--- src/rtl/tcycle_scheduler_pkg.sv ---
// Shared types and constants for the T-cycle timebase and its clients.
// Slot indices name the owner of each phase within a T-cycle.
package fpgaboy_pkg;

  typedef enum logic [1:0] {
    SCHED_RUN      = 2'd0,
    SCHED_HALTED   = 2'd1,
    SCHED_STEPPING = 2'd2
  } sched_state_t;

  localparam int TCYCLES_PER_MCYCLE = 4;

  localparam int SLOT_CPU    = 0;
  localparam int SLOT_PPU    = 1;
  localparam int SLOT_MEM    = 2;
  localparam int SLOT_SETTLE = 3;

  // Counter width that stays legal even for a modulus of 1.
  function automatic int cnt_width(input int max_count);
    return (max_count > 1) ? $clog2(max_count) : 1;
  endfunction

endpackage

--- src/rtl/tcycle_scheduler_evtcounter.sv ---
// Modulo-MAX_COUNT event counter: advances on evt_in, flags the wrapping event.
// wrap_out is combinational so the parent can act in the same clk as the wrap.
module EvtCounter
  import fpgaboy_pkg::*;
#(
  parameter  int MAX_COUNT = 24,
  localparam int CNT_W     = cnt_width(MAX_COUNT)
) (
  input  logic             clk_in,
  input  logic             rst_in,
  input  logic             evt_in,
  output logic [CNT_W-1:0] count_out,
  output logic             wrap_out
);

  logic [CNT_W-1:0] count_q;
  logic [CNT_W-1:0] count_d;

  assign wrap_out  = evt_in && (count_q == CNT_W'(MAX_COUNT - 1));
  assign count_out = count_q;

  always_comb begin
    count_d = count_q;
    if (wrap_out) begin
      count_d = '0;
    end else if (evt_in) begin
      count_d = count_q + CNT_W'(1);
    end
  end

  always_ff @(posedge clk_in) begin
    if (rst_in) begin
      count_q <= '0;
    end else begin
      count_q <= count_d;
    end
  end

endmodule

--- src/rtl/tcycle_scheduler.sv ---
// T-cycle/M-cycle timebase with per-slot strobes and run/halt/single-step control.
// Halting and step completion are only decided on the last clk of a T-cycle.
module tcycle_scheduler
  import fpgaboy_pkg::*;
#(
  parameter  int CLK_PER_TCYCLE = 24,
  parameter  int NUM_SLOTS      = 4,
  parameter  bit START_RUNNING  = 1'b1,
  localparam int CNT_W          = cnt_width(CLK_PER_TCYCLE)
) (
  input  logic                 clk_in,
  input  logic                 rst_in,
  input  logic                 run_in,
  input  logic                 step_in,
  input  logic                 step_mode_in,
  output logic                 tclk_out,
  output logic                 mclk_out,
  output logic [NUM_SLOTS-1:0] slot_active_out,
  output logic [NUM_SLOTS-1:0] slot_start_out,
  output logic [CNT_W-1:0]     cnt_out,
  output logic [1:0]           mphase_out,
  output logic                 halted_out
);

  localparam int         SLOT_CLKS   = CLK_PER_TCYCLE / NUM_SLOTS;
  localparam logic [1:0] LAST_MPHASE = 2'(TCYCLES_PER_MCYCLE - 1);

  if ((CLK_PER_TCYCLE % NUM_SLOTS) != 0 || CLK_PER_TCYCLE < NUM_SLOTS) begin : g_bad_params
    $error("CLK_PER_TCYCLE must be a non-zero multiple of NUM_SLOTS");
  end

  sched_state_t     state_q, state_d;
  logic             step_m_q, step_m_d;
  logic [1:0]       mphase_q, mphase_d;
  logic [CNT_W-1:0] cnt;
  logic             wrap;
  logic             core_active;
  logic             out_active;

  assign core_active = (state_q != SCHED_HALTED);

  EvtCounter #(
    .MAX_COUNT(CLK_PER_TCYCLE)
  ) u_evt_counter (
    .clk_in    (clk_in),
    .rst_in    (rst_in),
    .evt_in    (core_active),
    .count_out (cnt),
    .wrap_out  (wrap)
  );

  always_ff @(posedge clk_in) begin
    if (rst_in) begin
      state_q  <= START_RUNNING ? SCHED_RUN : SCHED_HALTED;
      step_m_q <= 1'b0;
      mphase_q <= 2'd0;
    end else begin
      state_q  <= state_d;
      step_m_q <= step_m_d;
      mphase_q <= mphase_d;
    end
  end

  always_comb begin
    state_d  = state_q;
    step_m_d = step_m_q;
    mphase_d = wrap ? (mphase_q + 2'd1) : mphase_q;
    case (state_q)
      SCHED_RUN: begin
        if (wrap && !run_in) begin
          state_d = SCHED_HALTED;
        end
      end
      SCHED_HALTED: begin
        if (run_in) begin
          state_d = SCHED_RUN;
        end else if (step_in) begin
          state_d  = SCHED_STEPPING;
          step_m_d = step_mode_in;
        end
      end
      SCHED_STEPPING: begin
        // Run request wins over any remaining part of the step.
        if (wrap) begin
          if (run_in) begin
            state_d = SCHED_RUN;
          end else if (!step_m_q || (mphase_q == LAST_MPHASE)) begin
            state_d = SCHED_HALTED;
          end
        end
      end
      default: state_d = SCHED_HALTED;
    endcase
  end

  // Strobes are forced low while reset is held so no client fires in the reset cycle.
  always_comb begin
    out_active = core_active && !rst_in;
    tclk_out   = out_active && (cnt == '0);
    mclk_out   = tclk_out && (mphase_q == 2'd0);
    halted_out = (state_q == SCHED_HALTED);
    cnt_out    = cnt;
    mphase_out = mphase_q;
  end

  for (genvar gi = 0; gi < NUM_SLOTS; gi++) begin : g_slot
    localparam int LO = gi * SLOT_CLKS;
    localparam int HI = LO + SLOT_CLKS;
    assign slot_active_out[gi] = out_active && (int'(cnt) >= LO) && (int'(cnt) < HI);
    assign slot_start_out[gi]  = out_active && (int'(cnt) == LO);
  end

endmodule

--- config.mk ---
export PLATFORM = sky130hd
export DESIGN_NAME = tcycle_scheduler
export DESIGN_NICKNAME = d
export VERILOG_FILES = /design/src/rtl/tcycle_scheduler_pkg.sv /design/src/rtl/tcycle_scheduler_evtcounter.sv /design/src/rtl/tcycle_scheduler.sv
export SDC_FILE = /design/constraint.sdc
export NUM_CORES = 1
export LEC_CHECK = 0
export CORE_MARGIN = 2
export CORE_UTILIZATION = 46
export CTS_CLUSTER_SIZE = 30
export DETAILED_ROUTE_END_ITERATION = 7
export GPL_ROUTABILITY_DRIVEN = 0
export PLACE_DENSITY = 0.81
export SYNTH_ARGS = -nofsm -noshare
export SYNTH_HDL_FRONTEND = slang
export SYNTH_SLANG_ARGS = --single-unit
--- constraint.sdc ---
create_clock -name clk_in -period 5.4 [get_ports clk_in]
set_input_delay 1.62 -clock clk_in [delete_from_list [all_inputs] [get_ports clk_in]]
set_output_delay 1.62 -clock clk_in [all_outputs]
set_load 0.1 [all_outputs]
---- Word level (Yosys, flattened, before mapping) ----
Index checks and enable logic that the tools add are counted.
word-level totals
  register bits ........................... 10
  latch bits .............................. 0
  memory bits (writable) .................. 0
  memory bits (read-only) ................. 0
  input port bits ......................... 5
  output and inout port bits .............. 18
  logic and storage cells ................. 60
  memories kept ........................... 0
operators by class
  $add $sub $neg .......................... 2
  multipliers ............................. 0
  divide/modulo/power cells ............... 0
  order comparisons ....................... 7
  eq/ne operators ......................... 12
  shifts and indexed selects .............. 0
  mux-type cells .......................... 7
  bitwise logic cells ..................... 1
  reductions and logical operators ........ 27
operator list
  operator                                                                       number
  1-bit logical AND                                                              16
  5-bit equality test (second input constant)                                    3
  2-bit two-way mux                                                              6
  5-bit logical NOT                                                              2
  5-bit less-than comparator (second input constant)                             2
  3-bit inequality test (second input constant)                                  2
  2-bit case mux with 3 select lines                                             1
  5-bit by 1-bit adder with 5-bit output (second input constant)                 1
  5-bit by 4-bit equality test with 1-bit output (second input constant)         1
  5-bit by 3-bit >= comparator with 1-bit output (second input constant)         1
  5-bit by 4-bit >= comparator with 1-bit output (second input constant)         1
  5-bit >= comparator (second input constant)                                    1
  5-bit by 3-bit less-than comparator with 1-bit output (second input constant)  1
  5-bit by 4-bit less-than comparator with 1-bit output (second input constant)  1
  2-bit equality test (second input constant)                                    2
  2-bit logical NOT                                                              2
  2-bit inequality test (second input constant)                                  2
  4-bit AND reduction                                                            1
  1-bit logical NOT                                                              3
  3-bit AND reduction                                                            1
  2-bit by 1-bit adder with 2-bit output (second input constant)                 1
  2-bit by 1-bit equality test with 1-bit output (second input constant)         1
  2-bit by 1-bit inequality test with 1-bit output (second input constant)       1
  2-bit OR reduction                                                             1
  other kinds (2)                                                                2

---- Logic depth before layout (Yosys ltp) ----
Gate-level depths: netlist of run 1.
  word-level depth ........................ 6
  mapped depth ............................ 5
  mapped depth without buffers ............ 4

---- By module ----
A second synthesis of run 1 with hierarchy kept.
unflattened totals
  cell total of the unflattened synthesis .. 72
  area, all modules ....................... 613.1 µm²
modules (own cells, without submodules)
  module            instances  cells an instance  area each (µm²)  seq. area each (µm²)
  tcycle_scheduler  1          49                 390.4            100.1
  EvtCounter        1          23                 222.7            100.1

---- Worst setup path before layout of run 1 ----
OpenSTA, ideal clock, no wires.
  path type ............................... input port to output port
  start ................................... input rst_in
  end ..................................... output slot_active_out[1]
  data arrival time ....................... 6465 ps
  data required time ...................... 3780 ps
  setup slack ............................. -2685 ps
  stages .................................. 2
  buffers on the path ..................... 1
  path through ............................ clkbuf_1 a2111oi_0
between the ends
  cells in the longest elaborated chain, start to end .. 4
ends and longest elaborated chain
  item                             RTL line                 text
  start: declaration               tcycle_scheduler.sv:12   input logic rst_in,
  1-bit logical NOT                tcycle_scheduler.sv:98   out_active = core_active && !rst_in;
  1-bit logical AND                tcycle_scheduler.sv:98
  1-bit logical AND (2 in series)  tcycle_scheduler.sv:109  assign slot_active_out[gi] = out_active && (int'(cnt) >= LO) && (int'(cnt) < HI);
  end: declaration                 tcycle_scheduler.sv:18   output logic [NUM_SLOTS-1:0] slot_active_out,
Every way passes these cells.

---- Final worst setup path of run 1 ----
  start ................................... input rst_in
  end ..................................... output slot_start_out[0]
between the ends
  cells in the longest elaborated chain, start to end .. 3
ends and longest elaborated chain
  item               RTL line                 text
  1-bit logical NOT  tcycle_scheduler.sv:98
  1-bit logical AND  tcycle_scheduler.sv:98
  1-bit logical AND  tcycle_scheduler.sv:110  assign slot_start_out[gi] = out_active && (int'(cnt) == LO);
  end: declaration   tcycle_scheduler.sv:19   output logic [NUM_SLOTS-1:0] slot_start_out,
Every way passes these cells.

==> qor.json, run 1 <==
{
  "critical_path": {
    "endpoint_arrival_time_on_the_critical_path_ns": 3.34,
    "crit_start": "rst_in",
    "crit_path_max_fanout": 12,
    "cp-end-kind": "primary output",
    "reg2reg_from": "u_evt_counter.count_out[1]",
    "critPathLaunchType": "primary input",
    "worstRegToRegCells": 4,
    "worstSetupPathType": "in -> out",
    "cp.required_ns": 3.78
  },
  "final_layout": {
    "final_nets": 113,
    "num-fill-cells": 96,
    "instances_no_fill": 116,
    "post_route_cells_drive_above_1_share_pct": 19.8,
    "flow.area_growth_from_synthesis_pct": 55.6,
    "most-common-layout-cells": "clkdlybuf4s50_1, dfxtp_1, buf_12",
    "mostFrequentLayoutCell": "clkdlybuf4s50_1",
    "layout.cell_area.non_filler_um2": 1030,
    "n_antenna_cell": 0
  },
  "pwr": {
    "worst_case_vdd_ir_drop_uv": 171,
    "internal_power_uw": 125,
    "clkPwrFrac_pct": 24.9,
    "power_switching_uw": 80.8,
    "static_power_due_to_leakage_nw": 0.389,
    "power_per_cell_area_nw_per_um2": 200,
    "p_sw_share_pct": 39.3,
    "seqPwrFrac_pct": 39.5,
    "combinationalPowerShare_pct": 35.6
  },
  "timing": {
    "drv_slew": 0,
    "layout_min_cycle_time_ns": 4.96,
    "post-route-period-util_pct": 91.9,
    "fin_hold_ws_ns": 0.515,
    "timing_worst_slew_pin_value_ns": 0.993,
    "final_setup_violations": 0,
    "rsz0062_at_grt": "no",
    "clock.fmax_mhz": 201,
    "fin_tns_setup_ns": 0,
    "setup_slack_ns": 0.435,
    "timing_hold_violations_final": 0,
    "finalClockSkew_ns": 0.00340,
    "relSlewSlack_pct": 33.6
  },
  "routing": {
    "wl_per_cell_um": 15.4,
    "drtIter0Drc": 16,
    "route.vias.total": 656,
    "drc": 0,
    "avgViaCountPerCell": 5.66,
    "detail_route.wirelength_um": 1780,
    "drtPass1Iterations": 5,
    "postRouteAntennaNets": 0
  },
  "placed_design": {
    "post_dp_cell_area_um2": 1000,
    "placedCellCount": 113,
    "preCtsSetupSlack_ns": 0.459,
    "placement.io_buffers": 22,
    "hpwl_um": 1360
  },
  "synthesis": {
    "synth.ff_latch_count": 10,
    "synth.lib_cells_used.distinct": 33,
    "synthTopCellsByArea": "dfxtp_1, ha_1, o21ai_0",
    "ys_warn_count": 0,
    "post_synth.cell_area_avg_um2": 8.24,
    "synth.top_cell.area_share_pct": 30.4,
    "synth.cell_area_um2": 659,
    "synth_largest_area_cell": "dfxtp_1",
    "syn-num-nets": 90,
    "synth-main-ff-cell": "dfxtp_1",
    "synth_enable_flop_cells": 0,
    "ys_async_rst_share_pct": 0,
    "netlist_instances": 80,
    "synth_sequential_area_ratio_pct": 30.4
  },
  "die": {
    "row_count": 13,
    "design.core.area_um2": 1320,
    "fp.dieArea_um2": 1750,
    "die_x_um": 41.9,
    "initial_utilization_pct": 50.0,
    "fp.dieH_um": 41.9,
    "io-pin-count": 23
  },
  "run": {
    "maxCapViolations": 0
  },
  "cts": {
    "setup_fix_buffers_added_after_clock_tree_synthesis": 0,
    "cts_repair_resized_insts": 0,
    "cts_tree": "yes",
    "insertion_delay_ns": 0.27,
    "numClockSinks": 10,
    "ctsRootBufferMaster": "clkbuf_4",
    "cts_buffers": 3,
    "path_clk_slew_ns": 0.06,
    "cts-hold-fix-buffers": 0,
    "clock_tree.buffer_depth": 2,
    "ctsHtreeMaxLevel": 1
  },
  "global_routing": {
    "grt_pass1_vias": 624,
    "gr-total-overflow": 0,
    "grt_start_max_net_pins": 19,
    "initial_antenna_violation_count": 0,
    "gr-usage-all-layers_pct": 21.4,
    "first_pass_grt_wire_length_um": 2840
  },
  "min_path": {
    "holdPathStages": 2,
    "hold_path.class": "reg -> reg",
    "timing.hold.worst.start": "step_m_q"
  },
  "status": {
    "run_status": "completed"
  }
}
-- critical path: stages --
cell	delay (ns)
clkdlybuf4s50_1	0.62
nor4_1	0.54
and3b_1	0.36
buf_12	0.21
-- per-stage QoR --
stage | utilization [%] | power (mW)
final | 77.9 | 0.206
after global routing | 77.9 | 0.211
after floorplan | - | 0.132
after CTS | 77.9 | 0.207
after detailed placement | 76.2 | 0.156
after global placement | 76.2 | 0.155
-- kinds of logic after synthesis --
| family | synth area share, % |
|---|---|
| AOI/OAI and AO/OA | 15.0 |
| xor gates and xnor gates | 1.33 |
| adders and majority gates | 9.49 |
| buffers and inverters | 7.97 |
| DFF | 30.4 |
| muxes | 3.04 |
| and+or+nand+nor | 32.8 |
-- power groups by stage --
| stage | combinational, mW | sequential (mW) | clock [mW] |
|---|---|---|---|
| after detailed placement | 0.0733 | 0.0828 | 0 |
| after floorplan | 0.0374 | 0.0945 | 0 |
| after global routing | 0.0751 | 0.0819 | 0.0542 |
| final | 0.0732 | 0.0813 | 0.0511 |
| after global placement | 0.0723 | 0.0827 | 0 |
| after CTS | 0.0734 | 0.0812 | 0.0520 |
-- per-layer routing --
layer	vias up	track usage (%)	wire length (um)
met2	20	36.6	919
met4	0	5.16	8
met5	-	0	0
li1	332	-	-
met3	2	7.83	81
met1	302	25.2	772
-- registers in the layout, indices dropped and copies added, names as in the netlist --
signal / count
step_m_q: 1
state_q: 2
u_evt_counter.count_out: 5
mphase_out: 2
-- cells in the mapped netlist (2+ instances only) --
master,count
nand3_1,2
buf_2,2
clkbuf_1,2
dfxtp_1,10
nand2b_1,3
or3_1,4
ha_1,5
nor4_1,3
mux2i_1,2
nor3_1,3
nor4bb_1,2
a21oi_1,4
inv_1,6
or4_1,2
o21ai_0,6
nand2_1,3
nor2_1,5
-- worst paths after layout --
path	slack [ns]	end
max	0.44	slot_start_out[0]
min	0.52	step_m_q
max reg2reg	3.65	state_q[0]
min reg2reg	0.52	step_m_q
-- layout make-up --
class                      instances  area [um2]  share of cell area [%]
tap                               15        18.8                    1.83
clock buffer                       3        22.5                    2.20
inverter                           6        22.5                    2.20
multi-input combinational         58         439                    42.8
timing repair buffer              24         323                    31.5
sequential                        10         200                    19.5
Note: power is estimated with default switching activity, not from simulation.
==> inputs of run 2 (changes only) <==
--- a/config.mk
+++ b/config.mk
@@ -5,7 +5,6 @@
 export SDC_FILE = /design/constraint.sdc
 export NUM_CORES = 1
 export LEC_CHECK = 0
-export CORE_MARGIN = 2
 export CORE_UTILIZATION = 46
 export CTS_CLUSTER_SIZE = 30
 export DETAILED_ROUTE_END_ITERATION = 7
==> run 2 against run 1 <==
Compared with the run above: highest routed layer unchanged; utilization grew 1.0 points; sequential share of layout area down 0.26 points; largest cell class unchanged; combinational power about the same.
==> qor.json, run 2 (synthesis results as in run 1) <==
{
  "status": {
    "run_status": {"value": "completed", "change": "unchanged"}
  },
  "global_routing": {
    "gr-total-overflow": {"value": 0, "change": "unchanged"},
    "use_met2": {"value": 47.2, "unit": "%", "change": "was 36.6%"},
    "use_met3": {"value": 10.2, "unit": "%", "change": "was 7.83%"},
    "use_met1": {"value": 33.9, "unit": "%", "change": "was 25.2%"},
    "gr-usage-all-layers": {"value": 28.9, "unit": "%", "change": "was 21.4%"},
    "first_pass_grt_wire_length": {"value": 2910, "unit": "um", "change": "was 2840 um"},
    "top_usage_layer": {"value": "met2", "change": "unchanged"},
    "grt_pass1_vias": {"value": 641, "change": "was 624"},
    "grt_start_max_net_pins": {"value": 19, "change": "unchanged"},
    "initial_antenna_violation_count": {"value": 0, "change": "unchanged"}
  },
  "timing": {
    "final_setup_violations": {"value": 0, "change": "unchanged"},
    "setup_slack": {"value": 0.554, "unit": "ns", "change": "was 0.435 ns"},
    "post-route-period-util": {"value": 89.7, "unit": "%", "change": "was 91.9%"},
    "timing_worst_slew_pin_value": {"value": 0.995, "unit": "ns", "change": "was 0.993 ns"},
    "fin_tns_setup": {"value": 0, "unit": "ns", "change": "unchanged"},
    "rsz0062_at_grt": {"value": "no", "change": "unchanged"},
    "fin_hold_ws": {"value": 0.501, "unit": "ns", "change": "was 0.515 ns"},
    "clock.fmax": {"value": 206, "unit": "MHz", "change": "was 201 MHz"},
    "relSlewSlack": {"value": 33.4, "unit": "%", "change": "was 33.6%"},
    "drv_slew": {"value": 0, "change": "unchanged"},
    "timing_hold_violations_final": {"value": 0, "change": "unchanged"},
    "finalClockSkew": {"value": 0.00121, "unit": "ns", "change": "was 0.00340 ns"},
    "layout_min_cycle_time": {"value": 4.85, "unit": "ns", "change": "was 4.96 ns"}
  },
  "pwr": {
    "p_sw_share": {"value": 37.5, "unit": "%", "change": "was 39.3%"},
    "clkPwrFrac": {"value": 31.0, "unit": "%", "change": "was 24.9%"},
    "power_per_cell_area": {"value": 216, "unit": "nW/um2", "change": "was 200 nW/um2"},
    "worst_case_vdd_ir_drop": {"value": 157, "unit": "uV", "change": "was 171 uV"},
    "static_power_due_to_leakage": {"value": 0.396, "unit": "nW", "change": "was 0.389 nW"},
    "seqPwrFrac": {"value": 36.3, "unit": "%", "change": "was 39.5%"},
    "internal_power": {"value": 140, "unit": "uW", "change": "was 125 uW"},
    "combinationalPowerShare": {"value": 32.7, "unit": "%", "change": "was 35.6%"},
    "power_switching": {"value": 84.0, "unit": "uW", "change": "was 80.8 uW"}
  },
  "routing": {
    "drtPass1Iterations": {"value": 4, "change": "was 5"},
    "postRouteAntennaNets": {"value": 0, "change": "unchanged"},
    "wl_per_cell": {"value": 15.7, "unit": "um", "change": "was 15.4 um"},
    "route.vias.total": {"value": 690, "change": "was 656"},
    "detail_route.wirelength": {"value": 1840, "unit": "um", "change": "was 1780 um"},
    "drtIter0Drc": {"value": 11, "change": "was 16"},
    "drc": {"value": 0, "change": "unchanged"},
    "avgViaCountPerCell": {"value": 5.90, "change": "was 5.66"}
  },
  "cts": {
    "setup_fix_buffers_added_after_clock_tree_synthesis": {"value": 0, "change": "unchanged"},
    "cts_repair_resized_insts": {"value": 0, "change": "unchanged"},
    "insertion_delay": {"value": 0.27, "unit": "ns", "change": "about the same"},
    "ctsRootBufferMaster": {"value": "clkbuf_4", "change": "unchanged"},
    "cts_buffers": {"value": 3, "change": "unchanged"},
    "cts-hold-fix-buffers": {"value": 0, "change": "unchanged"},
    "cts_tree": {"value": "yes", "change": "unchanged"},
    "numClockSinks": {"value": 10, "change": "unchanged"},
    "ctsHtreeMaxLevel": {"value": 1, "change": "unchanged"},
    "path_clk_slew": {"value": 0.07, "unit": "ns", "change": "was 0.06 ns"},
    "clock_tree.buffer_depth": {"value": 2, "change": "unchanged"}
  },
  "final_layout": {
    "instances_no_fill": {"value": 117, "change": "was 116"},
    "largest_register_ffs": {"value": 5, "change": "unchanged"},
    "final_nets": {"value": 113, "change": "unchanged"},
    "mostFrequentLayoutCell": {"value": "clkdlybuf4s50_1", "change": "unchanged"},
    "post_route_cells_drive_above_1_share": {"value": 20.6, "unit": "%", "change": "was 19.8%"},
    "n_antenna_cell": {"value": 0, "change": "unchanged"},
    "flow.area_growth_from_synthesis": {"value": 57.7, "unit": "%", "change": "was 55.6%"},
    "most-common-layout-cells": {"value": "clkdlybuf4s50_1, dfxtp_1, buf_12", "change": "unchanged"}
  },
  "critical_path": {
    "endpoint_arrival_time_on_the_critical_path": {"value": 3.23, "unit": "ns", "change": "was 3.34 ns"},
    "critPathSlowestCell": {"value": "nor4_1", "change": "was clkdlybuf4s50_1"},
    "worstSetupPathType": {"value": "in -> out", "change": "unchanged"},
    "regToRegSetupSlack": {"value": 3.70, "unit": "ns", "change": "was 3.65 ns"},
    "crit_path_max_fanout": {"value": 5, "change": "was 12"},
    "cp.required": {"value": 3.78, "unit": "ns", "change": "about the same"},
    "cp-end-kind": {"value": "primary output", "change": "unchanged"},
    "critPathLaunchType": {"value": "primary input", "change": "unchanged"},
    "cp_cell_sequence": {"value": "clkdlybuf4s50_1 > nor4_1 > and3b_1 > buf_12", "change": "unchanged"},
    "critPathMaxStageDelay": {"value": 0.52, "unit": "ns", "change": "was 0.62 ns"}
  },
  "die": {
    "die_x": {"value": 39.9, "unit": "um", "change": "was 41.9 um"},
    "row_count": {"value": 13, "change": "unchanged"},
    "fp.dieArea": {"value": 1590, "unit": "um2", "change": "was 1750 um2"},
    "initial_utilization": {"value": 50.0, "unit": "%", "change": "unchanged"},
    "io-pin-count": {"value": 23, "change": "unchanged"},
    "fp.dieH": {"value": 39.9, "unit": "um", "change": "was 41.9 um"},
    "design.core.area": {"value": 1320, "unit": "um2", "change": "unchanged"}
  },
  "placed_design": {
    "preCtsSetupSlack": {"value": 0.614, "unit": "ns", "change": "was 0.459 ns"},
    "placedCellCount": {"value": 113, "change": "unchanged"},
    "hpwl": {"value": 1410, "unit": "um", "change": "was 1360 um"},
    "placement.io_buffers": {"value": 22, "change": "unchanged"}
  },
  "min_path": {
    "hold_path.class": {"value": "reg -> reg", "change": "unchanged"}
  },
  "run": {
    "maxCapViolations": {"value": 0, "change": "unchanged"}
  }
}
==> run 2: cell count changes in the layout (fill, tap and decap cells not counted), sizes merged <==
cell / previous run / this run
clkbuf: 3 / 4
==> run 2: per-stage QoR <==
step / total power, mW / util, % / area (um2)
after detailed placement: 0.156 / 76.2 / 1000
after global routing: 0.233 / 78.9 / 1040
after floorplan: 0.132 / - / 692
final: 0.224 / 78.9 / 1040
after CTS: 0.225 / 78.9 / 1040
after global placement: 0.155 / 76.2 / 1000
==> run 2: final timing paths <==
check | cells past startpoint | endpoint | from
hold reg to reg | 2 | step_m_q | step_m_q
setup / recovery | 4 | tclk_out | rst_in
hold / removal | 2 | step_m_q | step_m_q
setup reg to reg | 4 | state_q[0] | u_evt_counter.count_out[1]
==> run 2: metal layers <==
layer,share of wire [%],vias up
met5,0,-
met4,1.4,0
met3,4.0,5
met2,51,20
met1,43,332
li1,-,333
==> run 2: layout make-up <==
| type | instances | area [um2] |
|---|---|---|
| Multi-Input combinational cell | 58 | 439 |
| Sequential cell | 10 | 200 |
| Fill cell | 93 | 278 |
| Timing Repair Buffer | 24 | 323 |
| Tap cell | 15 | 18.8 |
| Clock buffer | 4 | 36.3 |
| Inverter | 6 | 22.5 |
==> run 2: power by group through the flow <==
| stage | combinational [mW] | clock [mW] | sequential (mW) |
|---|---|---|---|
| 2_1_floorplan | 0.0374 | 0 | 0.0945 |
| 3_3_place_gp | 0.0721 | 0 | 0.0828 |
| 3_5_place_dp | 0.0733 | 0 | 0.0829 |
| 4_1_cts | 0.0735 | 0.0704 | 0.0812 |
| 5_1_grt | 0.0760 | 0.0749 | 0.0819 |
| 6_report | 0.0734 | 0.0695 | 0.0813 |
==> run 2: worst max-delay path: cells and delay by family <==
family,cells,cell delay (ns)
buffers and inverters,2,0.71
AND/OR/NAND/NOR,2,0.89
==> inputs of run 3 (changes only) <==
--- a/config.mk
+++ b/config.mk
@@ -5,11 +5,11 @@
 export SDC_FILE = /design/constraint.sdc
 export NUM_CORES = 1
 export LEC_CHECK = 0
-export CORE_UTILIZATION = 46
+export CORE_UTILIZATION = 43
 export CTS_CLUSTER_SIZE = 30
 export DETAILED_ROUTE_END_ITERATION = 7
 export GPL_ROUTABILITY_DRIVEN = 0
-export PLACE_DENSITY = 0.81
+export PLACE_DENSITY = 0.77
 export SYNTH_ARGS = -nofsm -noshare
 export SYNTH_HDL_FRONTEND = slang
 export SYNTH_SLANG_ARGS = --single-unit
==> constraint.sdc (replaced) <==
create_clock -name clk_in -period 5 [get_ports clk_in]
set_input_delay 1.5 -clock clk_in [delete_from_list [all_inputs] [get_ports clk_in]]
set_output_delay 1.5 -clock clk_in [all_outputs]
set_load 0.1 [all_outputs]
==> run 3 against run 2 <==
Compared with the run above: non-clock buffer count is the same; critical path depth is the same; via count shrank 4.9%; combinational power grew 6.5%; sequential power grew 8.4%; sequential share of layout area shrank 0.25 points; clock-buffer cell count is the same.
==> qor.json, run 3 (synthesis results as in run 1) <==
{
  "timing": {
    "final_setup_violations": {"value": 0, "change": "unchanged"},
    "timing_worst_slew_pin_value": {"value": 0.975, "unit": "ns", "change": "was 0.995 ns"},
    "clock.fmax_mhz": 219,
    "post-route-period-util_pct": 91.3,
    "finalClockSkew": {"value": 0.0123, "unit": "ns", "change": "was 0.00121 ns"},
    "timing_hold_violations_final": {"value": 0, "change": "unchanged"},
    "rsz0062_at_grt": {"value": "no", "change": "unchanged"},
    "fin_hold_ws": {"value": 0.511, "unit": "ns", "change": "was 0.501 ns"},
    "relSlewSlack": {"value": 34.8, "unit": "%", "change": "was 33.4%"},
    "layout_min_cycle_time_ns": 4.56,
    "drv_slew": {"value": 0, "change": "unchanged"},
    "fin_tns_setup": {"value": 0, "unit": "ns", "change": "unchanged"}
  },
  "global_routing": {
    "gr-usage-all-layers": {"value": 22.3, "unit": "%", "change": "was 28.9%"},
    "grt_pass1_vias": {"value": 522, "change": "was 641"},
    "gr-total-overflow": {"value": 0, "change": "unchanged"},
    "first_pass_grt_wire_length": {"value": 2400, "unit": "um", "change": "was 2910 um"},
    "grt_start_max_net_pins": {"value": 19, "change": "unchanged"},
    "initial_antenna_violation_count": {"value": 0, "change": "unchanged"}
  },
  "pwr": {
    "power_per_cell_area": {"value": 227, "unit": "nW/um2", "change": "was 216 nW/um2"},
    "internal_power": {"value": 151, "unit": "uW", "change": "was 140 uW"},
    "worst_case_vdd_ir_drop": {"value": 179, "unit": "uV", "change": "was 157 uV"},
    "clkPwrFrac": {"value": 30.5, "unit": "%", "change": "was 31.0%"},
    "combinationalPowerShare": {"value": 32.7, "unit": "%", "change": "about the same"},
    "totalPowerFinal": {"value": 239, "unit": "uW", "change": "was 224 uW"},
    "seqPwrFrac": {"value": 36.8, "unit": "%", "change": "was 36.3%"},
    "static_power_due_to_leakage": {"value": 0.401, "unit": "nW", "change": "was 0.396 nW"},
    "power_switching": {"value": 88.2, "unit": "uW", "change": "was 84.0 uW"},
    "p_sw_share": {"value": 36.8, "unit": "%", "change": "was 37.5%"}
  },
  "die": {
    "io-pin-count": {"value": 23, "change": "unchanged"},
    "die_x": {"value": 41.2, "unit": "um", "change": "was 39.9 um"},
    "fp.dieArea": {"value": 1690, "unit": "um2", "change": "was 1590 um2"},
    "fp.dieH": {"value": 41.2, "unit": "um", "change": "was 39.9 um"},
    "design.core.area": {"value": 1370, "unit": "um2", "change": "was 1320 um2"},
    "row_count": {"value": 13, "change": "unchanged"},
    "initial_utilization": {"value": 48.3, "unit": "%", "change": "was 50.0%"}
  },
  "critical_path": {
    "critPathLaunchType": {"value": "primary input", "change": "unchanged"},
    "worstRegToRegCells": {"value": 4, "change": "unchanged"},
    "cp-end-kind": {"value": "primary output", "change": "unchanged"},
    "worstSetupPathType": {"value": "in -> out", "change": "unchanged"},
    "crit_start": {"value": "rst_in", "change": "unchanged"},
    "endpoint_arrival_time_on_the_critical_path": {"value": 3.06, "unit": "ns", "change": "was 3.23 ns"},
    "critPathSlowestCell": {"value": "clkdlybuf4s50_1", "change": "was nor4_1"},
    "crit_path_max_fanout": {"value": 5, "change": "unchanged"},
    "critPathMaxStageDelay": {"value": 0.50, "unit": "ns", "change": "was 0.52 ns"},
    "cp_cell_sequence": {"value": "clkdlybuf4s50_1 > nor4_1 > and3b_1 > buf_12", "change": "unchanged"},
    "cp.required": {"value": 3.50, "unit": "ns", "change": "was 3.78 ns"},
    "reg2reg_from": {"value": "u_evt_counter.count_out[1]", "change": "unchanged"}
  },
  "final_layout": {
    "multi_input_comb_area": {"value": 443, "unit": "um2", "change": "was 439 um2"},
    "most-common-layout-cells": {"value": "clkdlybuf4s50_1, dfxtp_1, buf_12", "change": "unchanged"},
    "largest_register_ffs": {"value": 5, "change": "unchanged"},
    "num-fill-cells": {"value": 96, "change": "was 93"},
    "n_antenna_cell": {"value": 0, "change": "unchanged"},
    "flow.area_growth_from_synthesis": {"value": 59.8, "unit": "%", "change": "was 57.7%"},
    "final_core_util": {"value": 77.1, "unit": "%", "change": "was 78.9%"},
    "area_occupied_by_registers": {"value": 200, "unit": "um2", "change": "unchanged"},
    "instances_no_fill": {"value": 117, "change": "unchanged"},
    "post_route_cells_drive_above_1_share": {"value": 22.5, "unit": "%", "change": "was 20.6%"},
    "final_nets": {"value": 113, "change": "unchanged"},
    "mostFrequentLayoutCell": {"value": "clkdlybuf4s50_1", "change": "unchanged"}
  },
  "routing": {
    "detail_route.wirelength": {"value": 1590, "unit": "um", "change": "was 1840 um"},
    "drtIter0Drc": {"value": 8, "change": "was 11"},
    "postRouteAntennaNets": {"value": 0, "change": "unchanged"},
    "drtPass1Iterations": {"value": 4, "change": "unchanged"},
    "avgViaCountPerCell": {"value": 5.61, "change": "was 5.90"},
    "route.vias.total": {"value": 656, "change": "was 690"},
    "wl_per_cell": {"value": 13.6, "unit": "um", "change": "was 15.7 um"},
    "drc": {"value": 0, "change": "unchanged"}
  },
  "min_path": {
    "timing.hold.worst.start": {"value": "step_m_q", "change": "unchanged"},
    "hold_path.class": {"value": "reg -> reg", "change": "unchanged"},
    "holdPathStages": {"value": 2, "change": "unchanged"}
  },
  "cts": {
    "cts_repair_resized_insts": {"value": 0, "change": "unchanged"},
    "setup_fix_buffers_added_after_clock_tree_synthesis": {"value": 0, "change": "unchanged"},
    "insertion_delay": {"value": 0.27, "unit": "ns", "change": "about the same"},
    "numClockSinks": {"value": 10, "change": "unchanged"},
    "ctsRootBufferMaster": {"value": "clkbuf_4", "change": "unchanged"},
    "cts_tree": {"value": "yes", "change": "unchanged"},
    "path_clk_slew": {"value": 0.07, "unit": "ns", "change": "about the same"},
    "cts-hold-fix-buffers": {"value": 0, "change": "unchanged"},
    "cts_buffers": {"value": 3, "change": "unchanged"},
    "ctsHtreeMaxLevel": {"value": 1, "change": "unchanged"},
    "clock_tree.buffer_depth": {"value": 2, "change": "unchanged"}
  },
  "placed_design": {
    "hpwl": {"value": 1160, "unit": "um", "change": "was 1410 um"},
    "placement.io_buffers": {"value": 22, "change": "unchanged"},
    "placedCellCount": {"value": 113, "change": "unchanged"}
  },
  "run": {
    "maxCapViolations": {"value": 0, "change": "unchanged"}
  },
  "status": {
    "run_status": {"value": "completed", "change": "unchanged"}
  }
}
-- run 3: cell types whose count changed in the layout (fill, tap and decap cells not counted), sizes merged --
cell	delta
buf	+1
clkdlybuf4s50	-1
-- run 3: critical path, delay by kind of cell --
family / cells / cell delay (ns)
buf+inv: 2 / 0.71
simple gates: 2 / 0.85
-- run 3: final cells by class --
type / count / area share [%]
repair buffers: 24 / 31.6
clock buffers: 4 / 3.44
inverters: 6 / 2.14
well taps: 15 / 1.78
multi-input cells: 58 / 42.0
flip-flops and latches: 10 / 19.0
-- run 3: metrics by stage --
stage	setup slack, ns	area (um2)
finish	0.435	1050
global route	0.354	1050
CTS	0.430	1050
detailed placement	0.437	1020
global placement	0.500	1020
floorplan	-0.0822	696
-- run 3: per-layer routing --
metal | global-route usage (%) | routed length, um | part of all wire (%) | vias up
li1 | - | - | - | 337
met1 | 28.1 | 766 | 48 | 304
met2 | 34.8 | 734 | 46 | 15
met3 | 9.78 | 84 | 5.3 | 0
met4 | 4.84 | 0 | 0 | 0
met5 | 0 | 0 | 0 | -
-- run 3: path summary, 6_finish.rpt --
check / slack (ns) / to
hold / removal: 0.51 / step_m_q
setup reg to reg: 3.30 / mphase_out[1]
setup / recovery: 0.44 / slot_start_out[0]
hold reg to reg: 0.51 / step_m_q
-- run 3: power by group through the flow --
stage | Clock (mW) | Combinational [mW] | Sequential [mW]
6_report | 0.0731 | 0.0782 | 0.0881
5_1_grt | 0.0788 | 0.0812 | 0.0887
4_1_cts | 0.0749 | 0.0786 | 0.0880
3_5_place_dp | 0 | 0.0785 | 0.0899
3_3_place_gp | 0 | 0.0780 | 0.0897
2_1_floorplan | 0 | 0.0407 | 0.102
